===== src/rtl/fetch_sequencer.sv =====
// Program-counter controller for the instruction ROM: sequential fetch, stall, redirect, halt-word and fault handling.
// Optional macro ALIGN_TRAP_EN: misaligned redirect targets halt with fault 01 instead of being word-aligned.
module fetch_sequencer #(
  parameter int                ADDR_W     = 32,
  parameter int                MEM_SIZE   = 256,
  parameter logic [ADDR_W-1:0] RESET_PC   = '0,
  parameter logic [ADDR_W-1:0] HALT_INSTR = 32'h0000_000C
) (
  input  logic              clk,
  input  logic              rst_n,
  input  logic              stall,
  input  logic              branch_taken,
  input  logic [ADDR_W-1:0] branch_target,
  input  logic              jump,
  input  logic [ADDR_W-1:0] jump_target,
  input  logic              resume,
  input  logic [ADDR_W-1:0] instr_in,
  output logic [ADDR_W-1:0] imem_addr,
  output logic [ADDR_W-1:0] pc,
  output logic [ADDR_W-1:0] pc_plus4,
  output logic [ADDR_W-1:0] instr_out,
  output logic              instr_valid,
  output logic              halted,
  output logic [1:0]        fault_code,
  output logic [31:0]       fetch_count
);

  typedef enum logic [1:0] {S_BOOT, S_RUN, S_STALL, S_HALT} state_t;

  localparam logic [ADDR_W:0] PC_LIMIT = (ADDR_W+1)'(MEM_SIZE * 4);
  localparam logic [1:0]      F_NONE   = 2'b00;
  localparam logic [1:0]      F_ALIGN  = 2'b01;
  localparam logic [1:0]      F_RANGE  = 2'b10;

  state_t            r_state, w_next_state;
  logic [ADDR_W-1:0] r_pc, w_next_pc;
  logic [1:0]        r_fault, w_next_fault;
  logic [31:0]       r_count, w_next_count;

  logic [ADDR_W-1:0] w_pc_plus4;
  logic              w_redirect;
  logic [ADDR_W-1:0] w_target_raw;
  logic [ADDR_W-1:0] w_target;
  logic [ADDR_W-1:0] w_cand;
  logic              w_misaligned;
  logic              w_out_of_range;
  logic              w_halt_word;

  assign w_pc_plus4   = r_pc + ADDR_W'(4);
  assign w_redirect   = jump | branch_taken;
  assign w_target_raw = jump ? jump_target : branch_target;
  assign w_halt_word  = (instr_in == HALT_INSTR);

`ifdef ALIGN_TRAP_EN
  assign w_target     = w_target_raw;
  assign w_misaligned = w_redirect && (w_target_raw[1:0] != 2'b00);
`else
  assign w_target     = w_target_raw & ~ADDR_W'(3);
  assign w_misaligned = 1'b0;
`endif

  // Candidate next PC before the range check; a held stall keeps the current PC.
  assign w_cand         = w_redirect ? w_target : (stall ? r_pc : w_pc_plus4);
  assign w_out_of_range = ({1'b0, w_cand} >= PC_LIMIT);

  always_ff @(posedge clk or negedge rst_n) begin
    if (!rst_n) begin
      r_state <= S_BOOT;
      r_pc    <= RESET_PC;
      r_fault <= F_NONE;
      r_count <= '0;
    end else begin
      r_state <= w_next_state;
      r_pc    <= w_next_pc;
      r_fault <= w_next_fault;
      r_count <= w_next_count;
    end
  end

  always_comb begin
    w_next_state = r_state;
    w_next_pc    = r_pc;
    w_next_fault = r_fault;
    w_next_count = r_count;
    case (r_state)
      S_BOOT: w_next_state = S_RUN;
      S_RUN, S_STALL: begin
        if (w_halt_word) begin
          w_next_state = S_HALT;
          w_next_fault = F_NONE;
        end else if (w_misaligned) begin
          w_next_state = S_HALT;
          w_next_fault = F_ALIGN;
        end else if (w_out_of_range) begin
          w_next_state = S_HALT;
          w_next_fault = F_RANGE;
        end else if (w_redirect || !stall) begin
          w_next_state = S_RUN;
          w_next_pc    = w_cand;
          w_next_count = r_count + 32'd1;
        end else begin
          w_next_state = S_STALL;
        end
      end
      S_HALT: begin
        if (resume) begin
          w_next_state = S_BOOT;
          w_next_pc    = RESET_PC;
          w_next_fault = F_NONE;
        end
      end
      default: w_next_state = S_BOOT;
    endcase
  end

  always_comb begin
    instr_valid = (r_state == S_RUN) || (r_state == S_STALL);
    halted      = (r_state == S_HALT);
    instr_out   = instr_valid ? instr_in : '0;
    imem_addr   = r_pc;
    pc          = r_pc;
    pc_plus4    = w_pc_plus4;
    fault_code  = r_fault;
    fetch_count = r_count;
  end

endmodule


===== config.mk =====
export PLATFORM = sky130hd
export DESIGN_NAME = fetch_sequencer
export DESIGN_NICKNAME = d
export VERILOG_FILES = /design/src/rtl/fetch_sequencer.sv
export SDC_FILE = /design/constraint.sdc
export NUM_CORES = 1
export LEC_CHECK = 0
export ABC_CLOCK_PERIOD_IN_PS = 2800
export CAP_MARGIN = 30
export CORE_MARGIN = 10
export CORE_UTILIZATION = 37
export CTS_CLUSTER_DIAMETER = 80
export CTS_CLUSTER_SIZE = 30
export DETAILED_ROUTE_END_ITERATION = 16
export GPL_TIMING_DRIVEN = 0
export PLACE_DENSITY = 0.87
export REMOVE_ABC_BUFFERS = 1
export SLEW_MARGIN = 20
export SYNTH_ARGS = -nofsm -noshare
export SYNTH_HDL_FRONTEND = slang
export SYNTH_SLANG_ARGS = --single-unit
export TNS_END_PERCENT = 1

===== constraint.sdc =====
create_clock -name clk -period 2.8 [get_ports clk]
set_input_delay 0.56 -clock clk [delete_from_list [all_inputs] [get_ports clk]]
set_output_delay 0.56 -clock clk [all_outputs]
set_load 0.05 [all_outputs]

# Word level (Yosys, flattened, before mapping)

Cells that the tools add are included.

Flip-flop bits (word level): 68
Input port bits: 102
Output and inout port bits: 164
Word-level logic and storage cells: 45

Add/subtract/negate cells: 2
Order comparisons: 1
Eq/ne operators: 9
Mux-type cells: 17
Bitwise logic cells: 3
Reductions and logical operators: 9

Operator list:

| operator              | count |
|---|---|
| $mux 32               | 8 |
| $pmux 32 s2           | 1 |
| $add 32x1->32 const B | 1 |
| $add 32x3->32 const B | 1 |
| $eq 32x4->1 const B   | 1 |
| $ge 32x11->1 const B  | 1 |
| $mux 2                | 6 |
| $ne 2x2->1 const B    | 4 |
| $pmux 2 s3            | 1 |
| $reduce_and 5->1      | 1 |
| $eq 2x2->1 const B    | 2 |
| $pmux 2 s2            | 1 |
| $reduce_and 4->1      | 1 |
| $ne 3x3->1 const B    | 1 |
| $reduce_and 3->1      | 1 |
| $eq 2x1->1 const B    | 1 |
| $logic_not 2->1       | 1 |
| $logic_or 1x1->1      | 2 |
| $not 1->1             | 2 |
| $reduce_bool 2->1     | 1 |
| $reduce_or 2->1       | 1 |
| $logic_not 1->1       | 1 |
| $or 1x1->1            | 1 |

# Logic depth before layout (Yosys ltp)

Depth in word-level cells: 7
Depth in mapped cells: 12
Gate-level depth less buffers: 10

# Worst setup path after synthesis

OpenSTA, ideal clock, no wires.

Kind: reg-to-reg
From: register r_pc[4] (netlist: imem_addr[4])
To: register r_pc[1] (netlist: imem_addr[1])
Library setup time: 131 ps
Arrival: 3362 ps
Data required time: 2669 ps
Path slack: -694 ps
Cell stages (with the launch flop): 12
Buffers on the path: 2
Period minus slack after synthesis: 3494 ps
Cells stage by stage: dfrtp_1 -> buf_2 -> nand4_1 -> nor4_1 -> xnor2_1 -> o221ai_1 -> o2111ai_1 -> a2111oi_4 -> a31oi_1 -> nor2_1 -> buf_2 -> a21boi_0

Cells in the longest elaborated chain, start to end: 6

Ends and longest elaborated chain:

| item                       | RTL line | RTL |
|---|---|---|
| start: declaration         | 36       | `logic [ADDR_W-1:0] r_pc, w_next_pc;` |
| start signal: assignment   | 74       | `r_pc <= w_next_pc;` |
| $add 32x3->32              | 49       | `assign w_pc_plus4 = r_pc + ADDR_W'(4);` |
| named net pc_plus4[15]     | 20       | `output logic [ADDR_W-1:0] pc_plus4,` |
| $mux 32 (2 in series)      | 63       | `assign w_cand = w_redirect ? w_target : (stall ? r_pc : w_pc_plus4);` |
| $ge 32x11->1               | 64       | `assign w_out_of_range = ({1'b0, w_cand} >= PC_LIMIT);` |
| $ne 2x2->1 (no line)       | -        |  |
| $reduce_and 5->1 (no line) | -        |  |

The timed path passes the listed nets, and every way through them passes these cells.
A chain may end at the register's enable or synchronous reset.

# Worst setup path in the final report

From: input branch_target[22]
To: register r_count[16] (netlist: fetch_count[16])

Cells in the longest elaborated chain, start to end: 5

Ends and longest elaborated chain:

| item                       | RTL line | RTL |
|---|---|---|
| start: declaration         | 13       | `input logic [ADDR_W-1:0] branch_target,` |
| $mux 32                    | 51       | `assign w_target_raw = jump ? jump_target : branch_target;` |
| $mux 32                    | 63       |  |
| $ge 32x11->1               | 64       |  |
| $not 1->1 (no line)        | -        |  |
| $reduce_and 4->1 (no line) | -        |  |
| end signal: assignment     | 76       | `r_count <= w_next_count;` |
| end: declaration           | 38       | `logic [31:0] r_count, w_next_count;` |

No other way between the ends.

==> out/qor.log <==
INFO  synth          synth.ff_latch_count=67
INFO  cts            numCtsBuffers=9
INFO  layout         diodes=0
INFO  global_routing grt_first_pass_wirelength=31300µm
INFO  worst_setup_path cpMaxStageDelayCell=sky130_fd_sc_hd__clkdlybuf4s50_1
INFO  worst_setup_path path_cells=clkdlybuf4s50_1, nor4_2, a31oi_2, nor4_4, o2111ai_2, a2111oi_4, buf_4, buf_12, nand4_4, nor3b_4, xor2_1
INFO  routing        drt-vias-per-instance=5.448
INFO  placed_design  io_buffers=260
INFO  timing         worst_slew_pin_slew=0.9887ns
INFO  timing         post-route-min-period=3.057ns
INFO  routing        antenna_left=0
INFO  timing         fin_worst_skew=0.01116ns
INFO  synth          synthDominantCellAreaShare=0.3293
INFO  die            floorplan.initialDensity=0.3814
INFO  routing        detail_route.iter0.violations=463
INFO  synth          synth_common_cells=sky130_fd_sc_hd__dfrtp_1 (67), sky130_fd_sc_hd__buf_4 (38), sky130_fd_sc_hd__xor2_1 (37)
INFO  status         outcome=complete, but fails checks
INFO  synth          synthesis.instances=598
INFO  synth          avgSynthCellArea=8.514µm²
INFO  timing         setup-tns-final=-5.988ns
INFO  worst_setup_path r2r_setup_slack=-0.25ns
INFO  cts            max-clock-path-buffers=2
INFO  layout         finalInstanceArea=8626µm²
INFO  timing         number_of_failing_hold_endpoints_at_the_final_stage=0
INFO  timing         min_period_over_period=1.092
INFO  global_routing gr-usage-all-layers=0.2082
INFO  timing         worst_slack=-0.2566ns
INFO  die            dieHeight=137.3µm
INFO  placed_design  dpl-instance-area=7493µm²
INFO  synth          muxShareOfSynthArea=0.008110
INFO  layout         num-nets-final=946
INFO  layout         syn2layout_area_growth=69.43%
INFO  worst_setup_path critPathRequiredTime=3.05ns
INFO  die            coreArea=13350µm²
INFO  timing         final-max-slew-violation-count=0
INFO  status         failed_checks=setup timing
INFO  pwr            pwr_density_cell=566.2nW/µm²
INFO  synth          synth-warning-count=0
INFO  worst_setup_path cp-start-kind=primary input
INFO  flow_run       cap_violations=0
INFO  layout         layout-drive-gt1-share=0.2308
INFO  synth          most_repeated_cell_in_the_gate_level_netlist_after_synthesis=sky130_fd_sc_hd__dfrtp_1
INFO  worst_setup_path worstReg2RegStart=imem_addr[18]
INFO  synth          synth.distinct_cells=62
INFO  cts            cts_max_level=3
INFO  placed_design  gp_congestion=0.8812
INFO  worst_setup_path crit_arrival=3.30ns
INFO  synth          fraction_of_the_mapped_netlist_area_in_adder_cells=0.009830
INFO  die            die-area=18850µm²
INFO  die            std_cell_rows=42
INFO  cts            tritoncts=built
INFO  routing        first_pass_iters=6
INFO  cts            clk_latency=0.34ns
INFO  synth          async_reset_ff_frac=1.000
INFO  timing         rsz0062_at_grt=yes
INFO  routing        drc=0
INFO  synth          synth_top_cells_by_area=sky130_fd_sc_hd__dfrtp_1 (33%), sky130_fd_sc_hd__xor2_1 (6.4%), sky130_fd_sc_hd__buf_4 (5.6%), sky130_fd_sc_hd__xnor2_1 (4.5%), sky130_fd_sc_hd__and2_1 (4.4%)
INFO  synth          ys_dominant_reg_cell=sky130_fd_sc_hd__dfrtp_1
INFO  synth          synth.yosys.seq_area_share=0.3293
INFO  die            die_w=137.3µm
INFO  worst_setup_path critical_path_s_largest_stage_delay=0.42ns
INFO  synth          synth.largest_area_cell=sky130_fd_sc_hd__dfrtp_1
INFO  cts            worst_setup_hold_path_clk_slew=0.06ns
INFO  worst_setup_path crit_path_end_kind=flip-flop
INFO  routing        drt-wirelength-per-cell=20.95µm
INFO  worst_setup_path worst_r2r_endpoint=fetch_count[16]
INFO  pwr            power_leakage=3.704nW
INFO  timing         achievable-frequency=327.2MHz
INFO  worst_setup_path worstSetupPathType=in -> reg
INFO  synth          synth_compound_area_frac=0.1000
INFO  synth          syn_std_cell_area=5091µm²
INFO  worst_setup_path worst_r2r_path_depth=11
INFO  die            floorplan.io_pins=266
INFO  synth          post_synth_edffs=0
INFO  global_routing antenna_found_initial=0
INFO  routing        detail_route.wirelength=21390µm
INFO  global_routing maximum_number_of_pins_on_one_net_before_global_route_repair=43
INFO  routing        num_vias=5562
INFO  cts            ctsRootBufferMaster=sky130_fd_sc_hd__clkbuf_16
INFO  min_path       min-delay-path-class=in -> async
INFO  cts            cts_hold_repair.buffers=0
INFO  worst_setup_path critPathMaxFanout=6
INFO  global_routing grt.overflow.total=0
INFO  timing         slew_headroom=0.3392
INFO  synth          synth_simple_gate_area_frac=0.3330
INFO  synth          post_synth_xor_area_fraction=0.1084
INFO  synth          dominant_combinational_cell_family_by_area_after_synthesis=simple AND/OR/NAND/NOR gates
INFO  pwr            vdd_ir_drop_max=0.4610mV
INFO  cts            cts.sink_count=67
INFO  global_routing first_global_vias=5520
INFO  timing         total_of_endpoints_with_negative_setup_slack_in_the_final_report=67
INFO  placed_design  detailed_place_hpwl=15150µm
## metal layers
metal,up-vias,global-route usage,wire length [µm]
li1,2569,-,-
met1,2659,0.2350,8039
met4,0,0.05855,473
met2,284,0.3666,10960
met3,50,0.06810,1917
met5,-,0,0
## placed cells by master (no fill, tap or decap), types with 4 or more instances in the layout
master	n
sky130_fd_sc_hd__buf_4	42
sky130_fd_sc_hd__nor4_1	12
sky130_fd_sc_hd__nor2b_1	22
sky130_fd_sc_hd__buf_2	6
sky130_fd_sc_hd__or2_2	4
sky130_fd_sc_hd__clkbuf_16	11
sky130_fd_sc_hd__nor3_2	19
sky130_fd_sc_hd__nand2_1	32
sky130_fd_sc_hd__dfrtp_1	45
sky130_fd_sc_hd__nor4_2	8
sky130_fd_sc_hd__dlygate4sd2_1	42
sky130_fd_sc_hd__a21oi_1	14
sky130_fd_sc_hd__nor2_1	32
sky130_fd_sc_hd__o21a_1	4
sky130_fd_sc_hd__o2bb2ai_1	6
sky130_fd_sc_hd__o21ai_0	13
sky130_fd_sc_hd__or3_1	8
sky130_fd_sc_hd__inv_1	23
sky130_fd_sc_hd__and4_1	7
sky130_fd_sc_hd__nor3_1	11
sky130_fd_sc_hd__clkdlybuf4s15_2	10
sky130_fd_sc_hd__nor3_4	4
sky130_fd_sc_hd__xor2_1	37
sky130_fd_sc_hd__dfrtp_2	22
sky130_fd_sc_hd__nor4_4	10
sky130_fd_sc_hd__xnor2_1	26
sky130_fd_sc_hd__nand4_4	5
sky130_fd_sc_hd__buf_12	4
sky130_fd_sc_hd__and2_1	35
sky130_fd_sc_hd__nand4_1	21
sky130_fd_sc_hd__nand3_1	26
sky130_fd_sc_hd__clkdlybuf4s50_1	190
sky130_fd_sc_hd__a31oi_1	5
## registers in the layout, summed over array words and instances (netlist names)
register,flops
imem_addr,32
r_state,2
fault_code,1
fetch_count,32
## timing repair
action / 4_1_cts / 5_1_grt
resized for setup: 199 / 61
pin swaps: 29 / 45
buffers inserted: 27 / 16
setup endpoints to repair: 126 / 88
cloned: 2 / 1
## power by group
| group | switching (mW) | internal, mW |
|---|---|---|
| Clock | 0.456 | 0.696 |
| Combinational | 1.81 | 0.846 |
| Sequential | 0.0583 | 1.01 |
| Total | 2.33 | 2.55 |
## per-stage QoR
step | setup slack (ns) | hold slack [ns] | cells | power [mW] | util
5_1_grt | -0.4333 | 0.1831 | 1021 | 5.076 | 0.6462
4_1_cts | -0.2010 | 0.1656 | 1004 | 4.888 | 0.6184
3_5_place_dp | -2.500 | 0.4650 | 959 | 3.750 | 0.5614
2_1_floorplan | -1.746 | 0.2644 | 521 | 2.682 | -
6_report | -0.2566 | 0.1555 | 1021 | 4.884 | 0.6462
3_3_place_gp | -3.602 | 0.4556 | 957 | 3.631 | 0.5575
## worst max path at each step
stage / depth (start not counted) / slack (ns) / to / start
detailed placement: 10 / -2.50 / fetch_count[31] / jump
global route: 11 / -0.43 / fetch_count[16] / branch_target[22]
global placement: 10 / -3.60 / imem_addr[1] / jump
floorplan: 9 / -1.75 / imem_addr[0] / imem_addr[14]
finish: 11 / -0.26 / fetch_count[16] / branch_target[22]
CTS: 12 / -0.20 / fetch_count[31] / imem_addr[3]
## cell families after synthesis
kind of cell    after synthesis
fa+ha+maj                     4
xor+xnor                     63
compound gates               73
buf+inv                     101
flops                        67
mux                           4
simple gates                285
other cells                   1
## cell type report
cell class / count / area, µm²
fillers: 1069 / 4722
multi-input cells: 432 / 3363
repair buffers: 306 / 2944
flip-flops and latches: 67 / 1704
clock buffers: 9 / 225.2
well taps: 176 / 220.2
inverters: 24 / 95.09
clock inverters: 7 / 73.82
## worst max-delay path: cells and delay by family
kind	cells	cell delay, ns
xor+xnor	1	0.19
buf+inv	3	0.76
simple gates	4	1.15
compound gates	3	0.64
No activity file was read; power rests on OpenSTA's default activity.
